==> config.mk <==
export PLATFORM = sky130hd
export DESIGN_NAME = mtm_alu_deserializer
export DESIGN_NICKNAME = d
export VERILOG_FILES = /design/src/rtl/mtm_alu_deserializer.sv
export SDC_FILE = /design/constraint.sdc
export NUM_CORES = 1
export LEC_CHECK = 0
export ABC_AREA = 1
export ABC_CLOCK_PERIOD_IN_PS = 7100
export BUFFER_PORTS_ARGS = -buffer_cell sky130_fd_sc_hd__buf_2
export CAP_MARGIN = 15
export CORE_ASPECT_RATIO = 0.7
export CORE_UTILIZATION = 40
export CTS_CLUSTER_SIZE = 40
export DETAILED_ROUTE_END_ITERATION = 8
export REMOVE_ABC_BUFFERS = 1
export SYNTH_ARGS = -nofsm -noshare
export SYNTH_HDL_FRONTEND = slang
export SYNTH_SLANG_ARGS = --single-unit
==> constraint.sdc <==
create_clock -name clk -period 7.1 [get_ports clk]
set_clock_uncertainty 0.05 [all_clocks]
set_input_delay 0.71 -clock clk [delete_from_list [all_inputs] [get_ports clk]]
set_output_delay 0.71 -clock clk [all_outputs]
set_load 0.03 [all_outputs]
==> src/rtl/mtm_alu_deserializer.sv <==
`default_nettype none
// =============================================================================
// Module   : mtm_alu_deserializer
// Brief    : Serial ALU packet receiver: frames bits into bytes, bytes into
//            operand/CTL packets, and validates CRC4 and opcode.
// Revision : 1.0 - initial release
// =============================================================================
module mtm_alu_deserializer (
    input  logic        clk,
    input  logic        rst_n,
    input  logic        sin,
    output logic [31:0] a_out,
    output logic [31:0] b_out,
    output logic [2:0]  op_out,
    output logic        data_valid,
    output logic [2:0]  err_flags,
    output logic        err_valid
);

    typedef enum logic [1:0] {
        IDLE    = 2'd0,
        CMD     = 2'd1,
        PAYLOAD = 2'd2,
        STOP    = 2'd3
    } state_t;

    localparam logic [2:0] c_ERR_DATA = 3'b100;
    localparam logic [2:0] c_ERR_CRC  = 3'b010;
    localparam logic [2:0] c_ERR_OP   = 3'b001;
    localparam logic [3:0] c_FULL_CNT = 4'd8;

    state_t      r_state;
    state_t      w_state_nxt;
    logic        r_cmd;
    logic [2:0]  r_bit_cnt;
    logic [7:0]  r_shift;
    logic [3:0]  r_byte_cnt;
    logic        r_overflow;
    logic [63:0] r_operands;

    logic        w_frame_done;
    logic        w_frame_err;
    logic        w_data_frame;
    logic        w_ctl_frame;
    logic [2:0]  w_op;
    logic [3:0]  w_crc_rx;
    logic [3:0]  w_crc_calc;
    logic        w_op_ok;
    logic [2:0]  w_flags;

    // Serial CRC4 (x^4+x+1, init 0), MSB of the message shifted in first.
    function automatic logic [3:0] crc4(input logic [67:0] msg);
        logic [3:0] c;
        logic       fb;
        c = 4'h0;
        for (int i = 67; i >= 0; i--) begin
            fb = c[3] ^ msg[i];
            c  = {c[2:0], 1'b0} ^ {2'b00, fb, fb};
        end
        return c;
    endfunction

    always_ff @(posedge clk or negedge rst_n) begin
        if (!rst_n) begin
            r_state <= IDLE;
        end else begin
            r_state <= w_state_nxt;
        end
    end

    always_comb begin
        w_state_nxt = r_state;
        case (r_state)
            IDLE:    if (!sin) w_state_nxt = CMD;
            CMD:     w_state_nxt = PAYLOAD;
            PAYLOAD: if (r_bit_cnt == 3'd7) w_state_nxt = STOP;
            STOP:    w_state_nxt = IDLE;
            default: w_state_nxt = IDLE;
        endcase
    end

    always_ff @(posedge clk or negedge rst_n) begin
        if (!rst_n) begin
            r_cmd     <= 1'b0;
            r_bit_cnt <= 3'd0;
            r_shift   <= 8'h00;
        end else begin
            case (r_state)
                CMD: begin
                    r_cmd     <= sin;
                    r_bit_cnt <= 3'd0;
                end
                PAYLOAD: begin
                    r_shift   <= {r_shift[6:0], sin};
                    r_bit_cnt <= r_bit_cnt + 3'd1;
                end
                default: ;
            endcase
        end
    end

    assign w_frame_done = (r_state == STOP) && sin;
    assign w_frame_err  = (r_state == STOP) && !sin;
    assign w_data_frame = w_frame_done && !r_cmd;
    assign w_ctl_frame  = w_frame_done && r_cmd;

    assign w_op       = r_shift[6:4];
    assign w_crc_rx   = r_shift[3:0];
    assign w_crc_calc = crc4({r_operands, 1'b1, w_op});
    assign w_op_ok    = (w_op == 3'b000) || (w_op == 3'b001) ||
                        (w_op == 3'b100) || (w_op == 3'b101);

    always_comb begin
        w_flags = 3'b000;
        if ((r_byte_cnt != c_FULL_CNT) || r_overflow) begin
            w_flags = c_ERR_DATA;
        end else if (w_crc_calc != w_crc_rx) begin
            w_flags = c_ERR_CRC;
        end else if (!w_op_ok) begin
            w_flags = c_ERR_OP;
        end
    end

    // Bytes arrive B[31:24] first, so after eight shifts B sits in the top half.
    always_ff @(posedge clk or negedge rst_n) begin
        if (!rst_n) begin
            r_byte_cnt <= 4'd0;
            r_overflow <= 1'b0;
            r_operands <= 64'h0;
        end else if (w_frame_err || w_ctl_frame) begin
            r_byte_cnt <= 4'd0;
            r_overflow <= 1'b0;
        end else if (w_data_frame) begin
            if (r_byte_cnt == c_FULL_CNT) begin
                r_overflow <= 1'b1;
            end else begin
                r_operands <= {r_operands[55:0], r_shift};
                r_byte_cnt <= r_byte_cnt + 4'd1;
            end
        end
    end

    always_ff @(posedge clk or negedge rst_n) begin
        if (!rst_n) begin
            a_out      <= 32'h0;
            b_out      <= 32'h0;
            op_out     <= 3'b000;
            data_valid <= 1'b0;
            err_valid  <= 1'b0;
            err_flags  <= 3'b000;
        end else begin
            data_valid <= 1'b0;
            err_valid  <= 1'b0;
            if (w_ctl_frame) begin
                if (w_flags == 3'b000) begin
                    data_valid <= 1'b1;
                    b_out      <= r_operands[63:32];
                    a_out      <= r_operands[31:0];
                    op_out     <= w_op;
                end else begin
                    err_valid  <= 1'b1;
                    err_flags  <= w_flags;
                end
            end
        end
    end

endmodule
`default_nettype wire

==> results of run 1 <==
==> metrics by stage <==
| stage | TNS, ps | setup slack (ps) | std cells | util | area, um2 |
|---|---|---|---|---|---|
| 2_1_floorplan | 0 | 261 | 1179 | - | 8530 |
| 3_3_place_gp | 0 | 498 | 1537 | 0.443 | 9340 |
| 3_5_place_dp | 0 | 311 | 1537 | 0.443 | 9340 |
| 4_1_cts | 0 | 269 | 1569 | 0.474 | 9990 |
| 5_1_grt | -15210 | -252 | 1602 | 0.574 | 12100 |
| 6_report | 0 | 248 | 1602 | 0.574 | 12100 |
==> timing repair <==
| action | CTS | global route |
|---|---|---|
| endpoints found under the setup margin | 0 | 72 |
| setup buffers | 0 | 24 |
| resized for setup | 0 | 430 |
==> routing by layer <==
metal | track usage | up-vias | part of all wire
met4 | 0.0508 | 0 | 0.010
met3 | 0.0417 | 26 | 0.045
li1 | - | 4127 | -
met2 | 0.273 | 175 | 0.44
met5 | 0 | - | 0
met1 | 0.315 | 3952 | 0.50
==> flip-flops by register name (all words and copies together) (netlist names) <==
register and count:
err_valid 1, r_cmd 1, r_shift 8, err_flags 3
r_state 2, a_out 32, r_overflow 1, data_valid 1
op_out 3, b_out 32, r_bit_cnt 3, r_operands 64
r_byte_cnt 4
==> cell type report <==
type | instances | share of cell area
flip-flops and latches | 155 | 0.321
clock inverters | 12 | 0.0175
clock buffers | 20 | 0.0369
inverters | 136 | 0.0424
multi-input cells | 888 | 0.481
well taps | 276 | 0.0285
repair buffers | 115 | 0.0726
==> how the worst max path moves through the flow <==
stage,slack [ps],depth (start not counted),start,to
floorplan,260,66,r_operands[62],op_out[1]
global placement,500,65,r_operands[61],a_out[21]
detailed placement,310,64,r_operands[61],b_out[11]
CTS,270,64,r_operands[61],b_out[11]
global route,-250,68,r_operands[61],b_out[27]
finish,250,71,r_operands[61],a_out[1]
==> synth_stat cells (2+ instances only) <==
| cell | n | area (um2) |
|---|---|---|
| xor2_1 | 8 | 70.1 |
| dfrtp_1 | 155 | 3880 |
| a21oi_1 | 3 | 15.0 |
| buf_6 | 5 | 56.3 |
| ha_1 | 9 | 113 |
| nand2_2 | 38 | 238 |
| o21ai_0 | 81 | 405 |
| nand3_1 | 144 | 721 |
| buf_4 | 2 | 15.0 |
| nor2_1 | 18 | 67.6 |
| clkbuf_1 | 30 | 113 |
| nand3_2 | 8 | 80.1 |
| nand2_1 | 498 | 1870 |
| clkinv_1 | 2 | 7.51 |
| xnor2_1 | 4 | 35.0 |
| nand4_1 | 70 | 438 |
| inv_2 | 21 | 78.8 |
| inv_1 | 113 | 424 |
| buf_2 | 6 | 30.0 |
==> cell families after synthesis <==
group | Yosys count | share of synthesized area
AND/OR/NAND/NOR | 782 | 0.400
buffers and inverters | 180 | 0.0833
flip-flops | 155 | 0.443
AO/OA/AOI/OAI | 85 | 0.0489
XOR/XNOR | 12 | 0.0120
adder cells (fa/ha/maj) | 9 | 0.0129
==> critical path, delay by kind of cell, from the launching register on <==
kind	cells	cell delay [ps]
flops	1	450
simple gates	58	5030
buf+inv	13	1160
==> impl_metrics.json, run 1 <==
{
  "mostFrequentLayoutCell": "nand2_1",
  "grt_use_total": 0.200,
  "maxSlewViolCount": 0,
  "crit_fanout": 10,
  "worstReg2RegEnd": "a_out[1]",
  "crit_type": "reg2reg",
  "worst_setup_path_start_kind": "flop",
  "synthToLayoutAreaGrowth_pct": 38.3,
  "cts.sinks": 155,
  "drt_iter0_markers": 598,
  "synth_edf_count": 0,
  "finalSetupViolCount": 0,
  "fp.dieW_um": 179,
  "gr-total-overflow": 0,
  "mostFrequentLayoutCells": "313 x nand2_1, 149 x dfrtp_1, 131 x nand2_2, 105 x inv_1, 90 x nand2_4",
  "slew_headroom": 0.228,
  "seq_area_um2": 3890,
  "via_per_inst": 5.17,
  "diodes": 0,
  "critPathSlowestCell": "dfrtp_2",
  "dieHeight_um": 126,
  "die_area_um2": 22500,
  "clock_path_buffers": 2,
  "gp_congestion": 0.844,
  "core_area_um2": 21100,
  "ios": 75,
  "grt_max_degree": 129,
  "outcome": "completed",
  "yosysSeqAreaShare": 0.443,
  "ant_nets": 0,
  "fmax_ghz": 0.146,
  "multi_input_comb_area_um2": 5820,
  "syn_avg_cell_area_um2": 7.15,
  "path_clk_slew_ps": 60,
  "r2r_start": "r_operands[61]",
  "min_path_type": "in2async",
  "period_minus_slack_ps": 6850,
  "grt_pass1_vias": 7083,
  "hold_buffers": 0,
  "fin_nets": 1325,
  "cts-root-buf": "clkbuf_16",
  "drive_gt1_frac": 0.384,
  "ys_ff_latch": 155,
  "whs_ps": 269,
  "tritoncts": "built",
  "start_util": 0.415,
  "dr.pass1.iters": 5,
  "final-hold-violation-count": 0,
  "cp.required_ps": 7380,
  "grt_first_pass_wirelength_um": 35700,
  "totalWireLength_um": 25400,
  "cpPeakStageDelay_ps": 450,
  "worstPathArrival_ps": 7130,
  "synth_cell_types": 27,
  "endpoint_kind": "flop",
  "cts-buffers-inserted": 17,
  "synth.yosys.warnings": 0,
  "rows": 44,
  "maxCapViolations": 0,
  "finalCritPeriodShare": 0.965,
  "cpMostUsedCell": "nand2_2",
  "dpl.hpwl_um": 14800,
  "syn-cell-area_um2": 8750,
  "worst_pin_slew_ps": 1160,
  "antenna_found_initial": 0,
  "synthFlopType": "dfrtp_1",
  "drc": 0,
  "r2r_cells": 71,
  "htreeDepth": 4,
  "io_buffers": 74,
  "insertion_delay_ps": 440,
  "vias": 8280,
  "num-fill-cells": 1900,
  "wire_per_inst_um": 15.9,
  "synth_cells": 1223,
  "async_flop_share": 1.00,
  "r2r_slack_ps": 250
}
Power of run 1 is left out: the tool's default activity adds up to more than one toggle a clock period on the data nets, which glitch-free logic cannot reach.
==> run 2: changes to the inputs <==
--- a/config.mk
+++ b/config.mk
@@ -6,13 +6,16 @@
 export NUM_CORES = 1
 export LEC_CHECK = 0
 export ABC_AREA = 1
-export ABC_CLOCK_PERIOD_IN_PS = 7100
 export BUFFER_PORTS_ARGS = -buffer_cell sky130_fd_sc_hd__buf_2
 export CAP_MARGIN = 15
+export CELL_PAD_IN_SITES_DETAIL_PLACEMENT = 0
+export CELL_PAD_IN_SITES_GLOBAL_PLACEMENT = 1
 export CORE_ASPECT_RATIO = 0.7
 export CORE_UTILIZATION = 40
+export CTS_CLUSTER_DIAMETER = 150
 export CTS_CLUSTER_SIZE = 40
 export DETAILED_ROUTE_END_ITERATION = 8
+export PLACE_DENSITY_LB_ADDON = 0.1
 export REMOVE_ABC_BUFFERS = 1
 export SYNTH_ARGS = -nofsm -noshare
 export SYNTH_HDL_FRONTEND = slang
==> run 2 against run 1 <==
Net effect:
- global-route usage grew 0.46 points
- critical path depth shrank 6
- non-clock buffer count increased by 2
- cell area down 1.3%
- routed wire length is 3.5% lower
- die area did not move
- register-to-register slack worse by 30 ps
- final cell count increased by 0.12%
- first-iteration DRC count down 15%
- clock-buffer cell count unchanged
- sequential share of layout area increased by 0.41 points
- worst hold slack worse by 18 ps
==> impl_metrics.json, run 2 (same netlist as run 1, synthesis figures left out) <==
{
  "min_path_type": "in2async",
  "fmax_ghz": 0.145,
  "ant_nets": 0,
  "mostFrequentLayoutCell": "nand2_1",
  "antenna_found_initial": 0,
  "regMostFlops": "r_operands",
  "vias": 8114,
  "drc": 0,
  "reg.largest.list": "r_operands x64, a_out x32, b_out x32",
  "die_area_um2": 22500,
  "grt_pass1_vias": 6929,
  "dpl.hpwl_um": 15400,
  "fp.dieW_um": 179,
  "final-hold-violation-count": 0,
  "grt_first_pass_wirelength_um": 36200,
  "cts-root-buf": "clkbuf_16",
  "grt_use_total": 0.205,
  "tritoncts": "built",
  "slew_headroom": 0.248,
  "cts.sinks": 155,
  "start_util": 0.415,
  "hold_buffers": 0,
  "maxSlewViolCount": 0,
  "maxCapViolations": 0,
  "worst_setup_path_start_kind": "flop",
  "synthToLayoutAreaGrowth_pct": 36.5,
  "ios": 75,
  "largest_register_ffs": 64,
  "setup_tns_ps": 0,
  "crit_fanout": 10,
  "core_area_um2": 21100,
  "crit_type": "reg2reg",
  "worst_pin_slew_ps": 1130,
  "period_minus_slack_ps": 6880,
  "cpPeakStageDelay_ps": 450,
  "worstPathArrival_ps": 7160,
  "totalWireLength_um": 24500,
  "rows": 44,
  "gr-total-overflow": 0,
  "drive_gt1_frac": 0.395,
  "critPathSlowestCell": "dfrtp_2",
  "grt_max_degree": 129,
  "endpoint_kind": "flop",
  "cpMostUsedCell": "nand2_4",
  "fin_nets": 1327,
  "cp.required_ps": 7380,
  "cts-buffers-inserted": 17,
  "via_per_inst": 5.06,
  "gp_congestion": 0.840,
  "path_clk_slew_ps": 60,
  "insertion_delay_ps": 440,
  "fin_util": 0.566,
  "finalCritPeriodShare": 0.969,
  "dieHeight_um": 126,
  "htreeDepth": 4,
  "dr.pass1.iters": 7,
  "diodes": 0,
  "clock_path_buffers": 2,
  "rsz0062_at_grt": "yes",
  "finalSetupViolCount": 0,
  "mostFrequentLayoutCells": "304 x nand2_1, 150 x nand2_2, 150 x dfrtp_1, 105 x inv_1, 82 x nand2_4",
  "outcome": "completed",
  "drt_iter0_markers": 508,
  "wire_per_inst_um": 15.3,
  "io_buffers": 74,
  "num-fill-cells": 2011
}
[run 2: worst max-delay path: cells and delay by family (launching register included)]
| family | cells | cell delay [ps] |
|---|---|---|
| simple gates | 56 | 5180 |
| buf+inv | 8 | 880 |
| flops | 1 | 450 |
| xor+xnor | 1 | 160 |
[run 2: worst paths after layout]
path	startpoint	endpoint	slack, ps	cells after the start
setup / recovery	r_operands[62]	b_out[29]	220	65
hold / removal	rst_n	b_out[25]	250	1
setup reg to reg	r_operands[62]	b_out[29]	220	65
hold reg to reg	b_out[26]	b_out[26]	410	2
max in group asynchronous	rst_n	a_out[19]	5360	2
min in group clk	b_out[26]	b_out[26]	410	2
[run 2: stage by stage]
| step | instances | instance area [um2] | setup slack (ps) | hold WS (ps) |
|---|---|---|---|---|
| 3_3_place_gp | 1538 | 9330 | 156 | 399 |
| 4_1_cts | 1570 | 9920 | 35.5 | 298 |
| 6_report | 1604 | 11900 | 219 | 251 |
| 3_5_place_dp | 1538 | 9330 | 72.7 | 403 |
| 2_1_floorplan | 1179 | 8530 | 261 | 364 |
| 5_1_grt | 1604 | 11900 | -219 | 318 |
[run 2: timing repair]
| item | 4_1_cts | 5_1_grt |
|---|---|---|
| buffers inserted | 0 | 28 |
| setup endpoints to repair | 0 | 72 |
| endpoints found under the hold margin | 0 | 0 |
| resized for setup | 0 | 426 |
[run 2: area by class of cell]
class	count	area (um2)	share of cell area
clock inverters	12	121	0.0102
repair buffers	117	840	0.0703
multi-input cells	888	5770	0.483
clock buffers	20	467	0.0391
flip-flops and latches	155	3880	0.325
inverters	136	513	0.0429
well taps	276	345	0.0289
[run 2: metal layers]
layer	up-vias	global-route usage	wire length, um
met4	0	0.0508	231
met1	3818	0.328	13000
li1	4123	-	-
met3	21	0.0411	927
met5	-	0	0
met2	152	0.274	10400
Power of run 2 is left out for the same reason.
